## src/rtl/sn76489_latch_ctrl.sv

```systemverilog
// sn76489_latch_ctrl
//   CPU-side front end of the SN76489 model. Divides clock_i down to the shared channel
//   clock enable, samples CPU writes on ce_n_i/wr_n_i, decodes latch/data bytes against the
//   internally latched register address, and drives a one-tick write strobe plus r2/data to
//   the selected channel. Also models the READY output of the chip.
//
// Ports
//   clock_i     system clock (single domain)
//   res_i       asynchronous active-high reset
//   ce_n_i      chip enable, active low
//   wr_n_i      write strobe, active low
//   d_i         CPU data, bit 0 is the MSB
//   clk_en_o    channel clock enable, one clock_i cycle every CLK_DIV cycles
//   ready_o     1 = idle, 0 = write in progress
//   tone1_we_o  write strobe, tone channel 1
//   tone2_we_o  write strobe, tone channel 2
//   tone3_we_o  write strobe, tone channel 3
//   noise_we_o  write strobe, noise channel
//   r2_o        0 = frequency/control register, 1 = attenuator register
//   d_o         byte forwarded to the channels, bit 0 is the MSB
module sn76489_latch_ctrl #(
  parameter int unsigned CLK_DIV     = 16,
  parameter int unsigned READY_TICKS = 2
) (
  input  logic       clock_i,
  input  logic       res_i,
  input  logic       ce_n_i,
  input  logic       wr_n_i,
  input  logic [0:7] d_i,
  output logic       clk_en_o,
  output logic       ready_o,
  output logic       tone1_we_o,
  output logic       tone2_we_o,
  output logic       tone3_we_o,
  output logic       noise_we_o,
  output logic       r2_o,
  output logic [0:7] d_o
);

  localparam int unsigned DivW  = $clog2(CLK_DIV);
  localparam int unsigned TickW = $clog2(READY_TICKS + 1);

  localparam logic [DivW-1:0]  DivLast  = DivW'(CLK_DIV - 1);
  localparam logic [TickW-1:0] TickLast = TickW'(READY_TICKS);

  typedef enum logic [1:0] {
    StIdle,
    StPend,
    StBusy,
    StRel
  } state_e;

  // --------------------------------------------------------------------------
  // Clock-enable divider
  // --------------------------------------------------------------------------
  logic [DivW-1:0] div_q, div_d;
  logic            clk_en_q, clk_en_d;

  always_comb begin
    div_d    = (div_q == DivLast) ? '0 : div_q + DivW'(1);
    // Registered from the next count so the pulse lines up with div_q == CLK_DIV-1.
    clk_en_d = (div_d == DivLast);
  end

  always_ff @(posedge clock_i or posedge res_i) begin
    if (res_i) begin
      div_q    <= '0;
      clk_en_q <= 1'b0;
    end else begin
      div_q    <= div_d;
      clk_en_q <= clk_en_d;
    end
  end

  assign clk_en_o = clk_en_q;

  // --------------------------------------------------------------------------
  // Write FSM
  // --------------------------------------------------------------------------
  state_e           state_q, state_d;
  logic             ready_q, ready_d;
  logic [TickW-1:0] tick_q, tick_d;
  logic [TickW-1:0] tick_inc;
  logic [0:7]       byte_q, byte_d;
  logic [0:2]       reg_q, reg_d;
  logic             r2_q, r2_d;
  logic [0:7]       dout_q, dout_d;

  logic             access;
  logic             commit;
  logic             is_latch;
  logic [0:1]       sel_ch;
  logic             sel_r2;

  assign access   = ~ce_n_i & ~wr_n_i;
  assign tick_inc = tick_q + TickW'(1);

  // The pending byte is committed in the first clk_en cycle seen while in PEND.
  assign commit   = (state_q == StPend) & clk_en_q;
  assign is_latch = byte_q[0];
  assign sel_ch   = is_latch ? byte_q[1:2] : reg_q[0:1];
  assign sel_r2   = is_latch ? byte_q[3]   : reg_q[2];

  always_comb begin
    state_d = state_q;
    ready_d = ready_q;
    tick_d  = tick_q;
    byte_d  = byte_q;
    unique case (state_q)
      StIdle: begin
        if (access) begin
          byte_d  = d_i;
          ready_d = 1'b0;
          state_d = StPend;
        end
      end
      StPend: begin
        if (clk_en_q) begin
          tick_d  = '0;
          state_d = StBusy;
        end
      end
      StBusy: begin
        if (clk_en_q) begin
          tick_d = tick_inc;
          if (tick_inc == TickLast) begin
            ready_d = 1'b1;
            // Still-held access must be released before another write is accepted.
            state_d = access ? StRel : StIdle;
          end
        end
      end
      StRel: begin
        if (!access) begin
          state_d = StIdle;
        end
      end
      default: state_d = StIdle;
    endcase
  end

  // Commit datapath: register address only moves on latch bytes.
  always_comb begin
    reg_d  = reg_q;
    r2_d   = r2_q;
    dout_d = dout_q;
    if (commit) begin
      if (is_latch) begin
        reg_d = byte_q[1:3];
      end
      r2_d   = sel_r2;
      dout_d = byte_q;
    end
  end

  always_ff @(posedge clock_i or posedge res_i) begin
    if (res_i) begin
      state_q <= StIdle;
      ready_q <= 1'b1;
      tick_q  <= '0;
      byte_q  <= '0;
      reg_q   <= '0;
      r2_q    <= 1'b0;
      dout_q  <= '0;
    end else begin
      state_q <= state_d;
      ready_q <= ready_d;
      tick_q  <= tick_d;
      byte_q  <= byte_d;
      reg_q   <= reg_d;
      r2_q    <= r2_d;
      dout_q  <= dout_d;
    end
  end

  // --------------------------------------------------------------------------
  // Outputs: r2/data are valid in the commit cycle itself, then held.
  // --------------------------------------------------------------------------
  always_comb begin
    tone1_we_o = 1'b0;
    tone2_we_o = 1'b0;
    tone3_we_o = 1'b0;
    noise_we_o = 1'b0;
    if (commit) begin
      unique case (sel_ch)
        2'b00:   tone1_we_o = 1'b1;
        2'b01:   tone2_we_o = 1'b1;
        2'b10:   tone3_we_o = 1'b1;
        default: noise_we_o = 1'b1;
      endcase
    end
  end

  assign r2_o    = commit ? sel_r2 : r2_q;
  assign d_o     = commit ? byte_q : dout_q;
  assign ready_o = ready_q;

  strobe_onehot_a : assert property (@(posedge clock_i) disable iff (res_i)
    $onehot0({tone1_we_o, tone2_we_o, tone3_we_o, noise_we_o}));

endmodule
```

## config.mk

```make
export PLATFORM = sky130hd
export DESIGN_NAME = sn76489_latch_ctrl
export DESIGN_NICKNAME = d
export VERILOG_FILES = /design/src/rtl/sn76489_latch_ctrl.sv
export SDC_FILE = /design/constraint.sdc
export NUM_CORES = 1
export LEC_CHECK = 0
export BUFFER_PORTS_ARGS = -buffer_cell sky130_fd_sc_hd__buf_4
export CORE_MARGIN = 2
export CORE_UTILIZATION = 49
export DETAILED_ROUTE_END_ITERATION = 6
export GPL_TIMING_DRIVEN = 0
export PLACE_DENSITY_LB_ADDON = 0.05
export SLEW_MARGIN = 30
export SYNTH_ARGS = -nofsm -noshare
export SYNTH_HDL_FRONTEND = slang
export SYNTH_SLANG_ARGS = --single-unit
```

## constraint.sdc

```tcl
create_clock -name clock_i -period 1.9 [get_ports clock_i]
set_input_delay 0.285 -clock clock_i [delete_from_list [all_inputs] [get_ports clock_i]]
set_output_delay 0.285 -clock clock_i [all_outputs]
set_load 0.02 [all_outputs]
```

==> summary.txt <==
Synthesis
  – Async SR Flop Fraction: 100%
  – Yosys reg bits: 30
  – Post-Synthesis Cell Area: 1370 um2
  – Cell variety after synth: 33
  – EDFF count, synth: 0
  – Primary FF master, synth: dfrtp_1
  – Syn nets: between 100 and 150
  – Yosys warnings: 0
  – Synthesized instance count: roughly 120
  – Sequential share of the synthesized area: 54.8%
  – Synth Area per Inst: between 10 and 15 um2

Clock tree
  – Clk_lat worst skew: roughly 0.33 ns
  – Root buf cell: clkbuf_4
  – Clock slew at reported path FFs: approximately 0.1 ns
  – CTS buffer count: 5
  – Max clock buf depth: 2
  – Clock Sinks: 30
  – CTS H-tree lvls: 2
  – TritonCTS clock tree: done
  – Cts hold-fix bufs: 0

Timing
  – Hold Slack: between 0.02 and 0.025 ns
  – Setup TNS: 0 ns
  – Worst-Margin Slew: between 0.6 and 0.7 ns
  – RSZ-0062 raised after global routing: yes
  – Final setup margin: around 0.031 ns
  – Endpoints failing hold: 0
  – Worst slew margin: between 50% and 60%
  – Final period utilization: approximately 98%
  – FMAX: between 500 and 600 MHz
  – Fin. max-slew vios: 0
  – Setup violations, final: 0
  – Minimum clock period: about 1.9 ns
  – Worst Skew: about 0.0064 ns

Placed design
  – Detail Placement HPWL: roughly 1700 um
  – Dpl ws: about 0.13 ns
  – Buffers added on ports: 26
  – Placed cell areas: between 1500 and 2000 um2
  – Routability Congestion: 0.733

Routing
  – DRC viols: 0
  – Vias: 960
  – Met2 wirelength from detailed routing: roughly 1200 um
  – DR vias/cell: 5.22
  – First DRT Iteration DRCs: 35
  – Post-DRT Antenna Nets: 0
  – Met1 wire length: about 1100 um
  – Met3 wire length: around 130 um
  – DR pass1 iterations: 4
  – Post-Route WL: ~2500 um
  – DR WL/cell: roughly 14 um
  – Highest metal used: met4

Worst setup path
  – Data arrival, critical path: roughly 1.6 ns
  – Bufs and invs on worst path: 2
  – CP Launch Point: state_q[0]
  – Crit path top cell by count: buf_4
  – Crit Path Max Fanout: 9
  – CP Launch Type: flip-flop
  – Worst r2r src: state_q[0]
  – Slowest stage delay, CP: 0.38 ns
  – CP max-delay cell: dfrtp_1
  – Critical Path, Cell by Cell: buf_4 > nand3b_4 > mux2_2 > buf_4
  – Critical path endpoint category: output pin
  – Req. time, crit path: between 1.5 and 2 ns
  – CP Class: flip-flop to output pin
  – CP top delay family: flip-flops

Power and ir drop
  – Peak VDD IR: about 1000 uV
  – Power Density: ~1300 nW/um2
  – LEAKAGE: ~0.00086 uW

Final layout
  – Synth-to-Final Area Change: 30.3%
  – Final instance area: about 1800 um2
  – Layout cells sized above 1: around 47%
  – Nets: about 170
  – Fillcell total: about 230
  – Antenna cells: 0
  – Register area: about 750 um2
  – Multi-input gate area: 597 um2

GRT
  – Vias in the first global route: roughly 960
  – First-pass GRT wire length: ~4200 um
  – Largest net degree at the start of global routing: 31
  – GRT Residual Overflow: 0
  – Initial antenna violation count: 0
  – GRT Overall Usage: 17.2%

Job
  – MaxCap Viol Count: 0

Floorplan
  – Core Region: between 2000 and 3000 um2
  – Num rows: 19
  – DIE AREA: about 3200 um2
  – Die Height: ~57 um
  – Initial Utilization: between 50% and 60%
  – Die X: about 57 um
  – Ports: 27

Run status
  – Status: complete, no violations

Hold path
  – Worst hold path class: primary input to asynchronous set/reset pin
-- placed cells by master, fill, tap and decap left out, types with 2 or more instances in the layout --
cell type / instances
nor2_2: 3
nand2_2: 3
nand2_1: 8
nor2_1: 5
xor2_1: 2
dfrtp_1: 28
mux2_2: 8
nand3b_1: 2
inv_1: 7
buf_4: 26
buf_6: 6
o21ai_0: 8
ha_1: 3
clkbuf_4: 5
a21oi_1: 3
mux2_4: 7
-- Yosys cell counts, types with 2 or more instances --
master / number / area, um2
o21ai_0: 10 / 50.1
mux2_2: 9 / 101
buf_6: 2 / 22.5
a21oi_1: 4 / 20.0
nand2_1: 11 / 41.3
dfrtp_1: 29 / 726
nand3b_1: 2 / 15.0
ha_1: 3 / 37.5
nor2_1: 8 / 30.0
xor2_1: 2 / 17.5
mux2_4: 6 / 90.1
inv_1: 8 / 30.0
-- power breakdown --
group / leakage [uW] / switching, uW / internal, uW
Combinational: 0.000459 / 448 / 519
Sequential: 0.000371 / 132 / 860
Clock: 0.0000353 / 220 / 179
-- metal layers --
layer	vias up	track usage, %
met5	-	0
met4	0	9.97
met3	7	4.84
met2	23	26.8
met1	459	21.4
li1	471	-
-- cells by family (layout without fill, tap and decap cells) --
family,Yosys count,count (layout),share of synthesized area [%]
flip-flops,30,30,54.8
AND/OR/NAND/NOR,29,29,11.5
AO/OA/AOI/OAI,22,22,9.95
multiplexers,16,16,14.7
buffers and inverters,13,51,5.02
adder cells (fa/ha/maj),3,3,2.74
XOR/XNOR,2,2,1.28
-- area by class of cell --
| cell class | count | area share (%) |
|---|---|---|
| Multi-Input combinational cell | 72 | 33.4 |
| Inverter | 8 | 1.68 |
| Buffer | 5 | 2.80 |
| Sequential cell | 30 | 42.2 |
| Clock buffer | 7 | 3.08 |
| Clock inverter | 1 | 0.280 |
| Tap cell | 31 | 2.17 |
| Timing Repair Buffer | 30 | 14.4 |
-- what timing repair did --
action | 4_1_cts | 5_1_grt
pin swaps | 0 | 1
setup buffers | 0 | 3
cloned | 0 | 1
resized for setup | 5 | 19
endpoints found under the setup margin | 13 | 5
-- flip-flops by register name (all words and copies together) (netlist names) --
register,flops
div_q,4
r2_q,1
ready_o,1
dout_q,8
reg_q,3
clk_en_o,1
byte_q,8
state_q,2
tick_q,2
-- final timing paths --
kind,cells past startpoint,endpoint,slack (ns)
setup reg to reg,4,byte_q[1],0.41
setup / recovery,4,d_o[6],0.03
hold / removal,2,tick_q[1],0.02
max in group asynchronous,2,clk_en_o,1.44
hold reg to reg,2,dout_q[2],0.49
min in group clock_i,3,byte_q[2],0.16
-- per-stage QoR --
stage,utilization [%],total power (uW),std cells
after global routing,65.9,2500,184
final,65.9,2360,184
after floorplan,-,1570,115
after CTS,62.0,2250,180
after detailed placement,59.2,1840,172
after global placement,59.2,1800,172
Note: power is estimated with default switching activity, not from simulation.
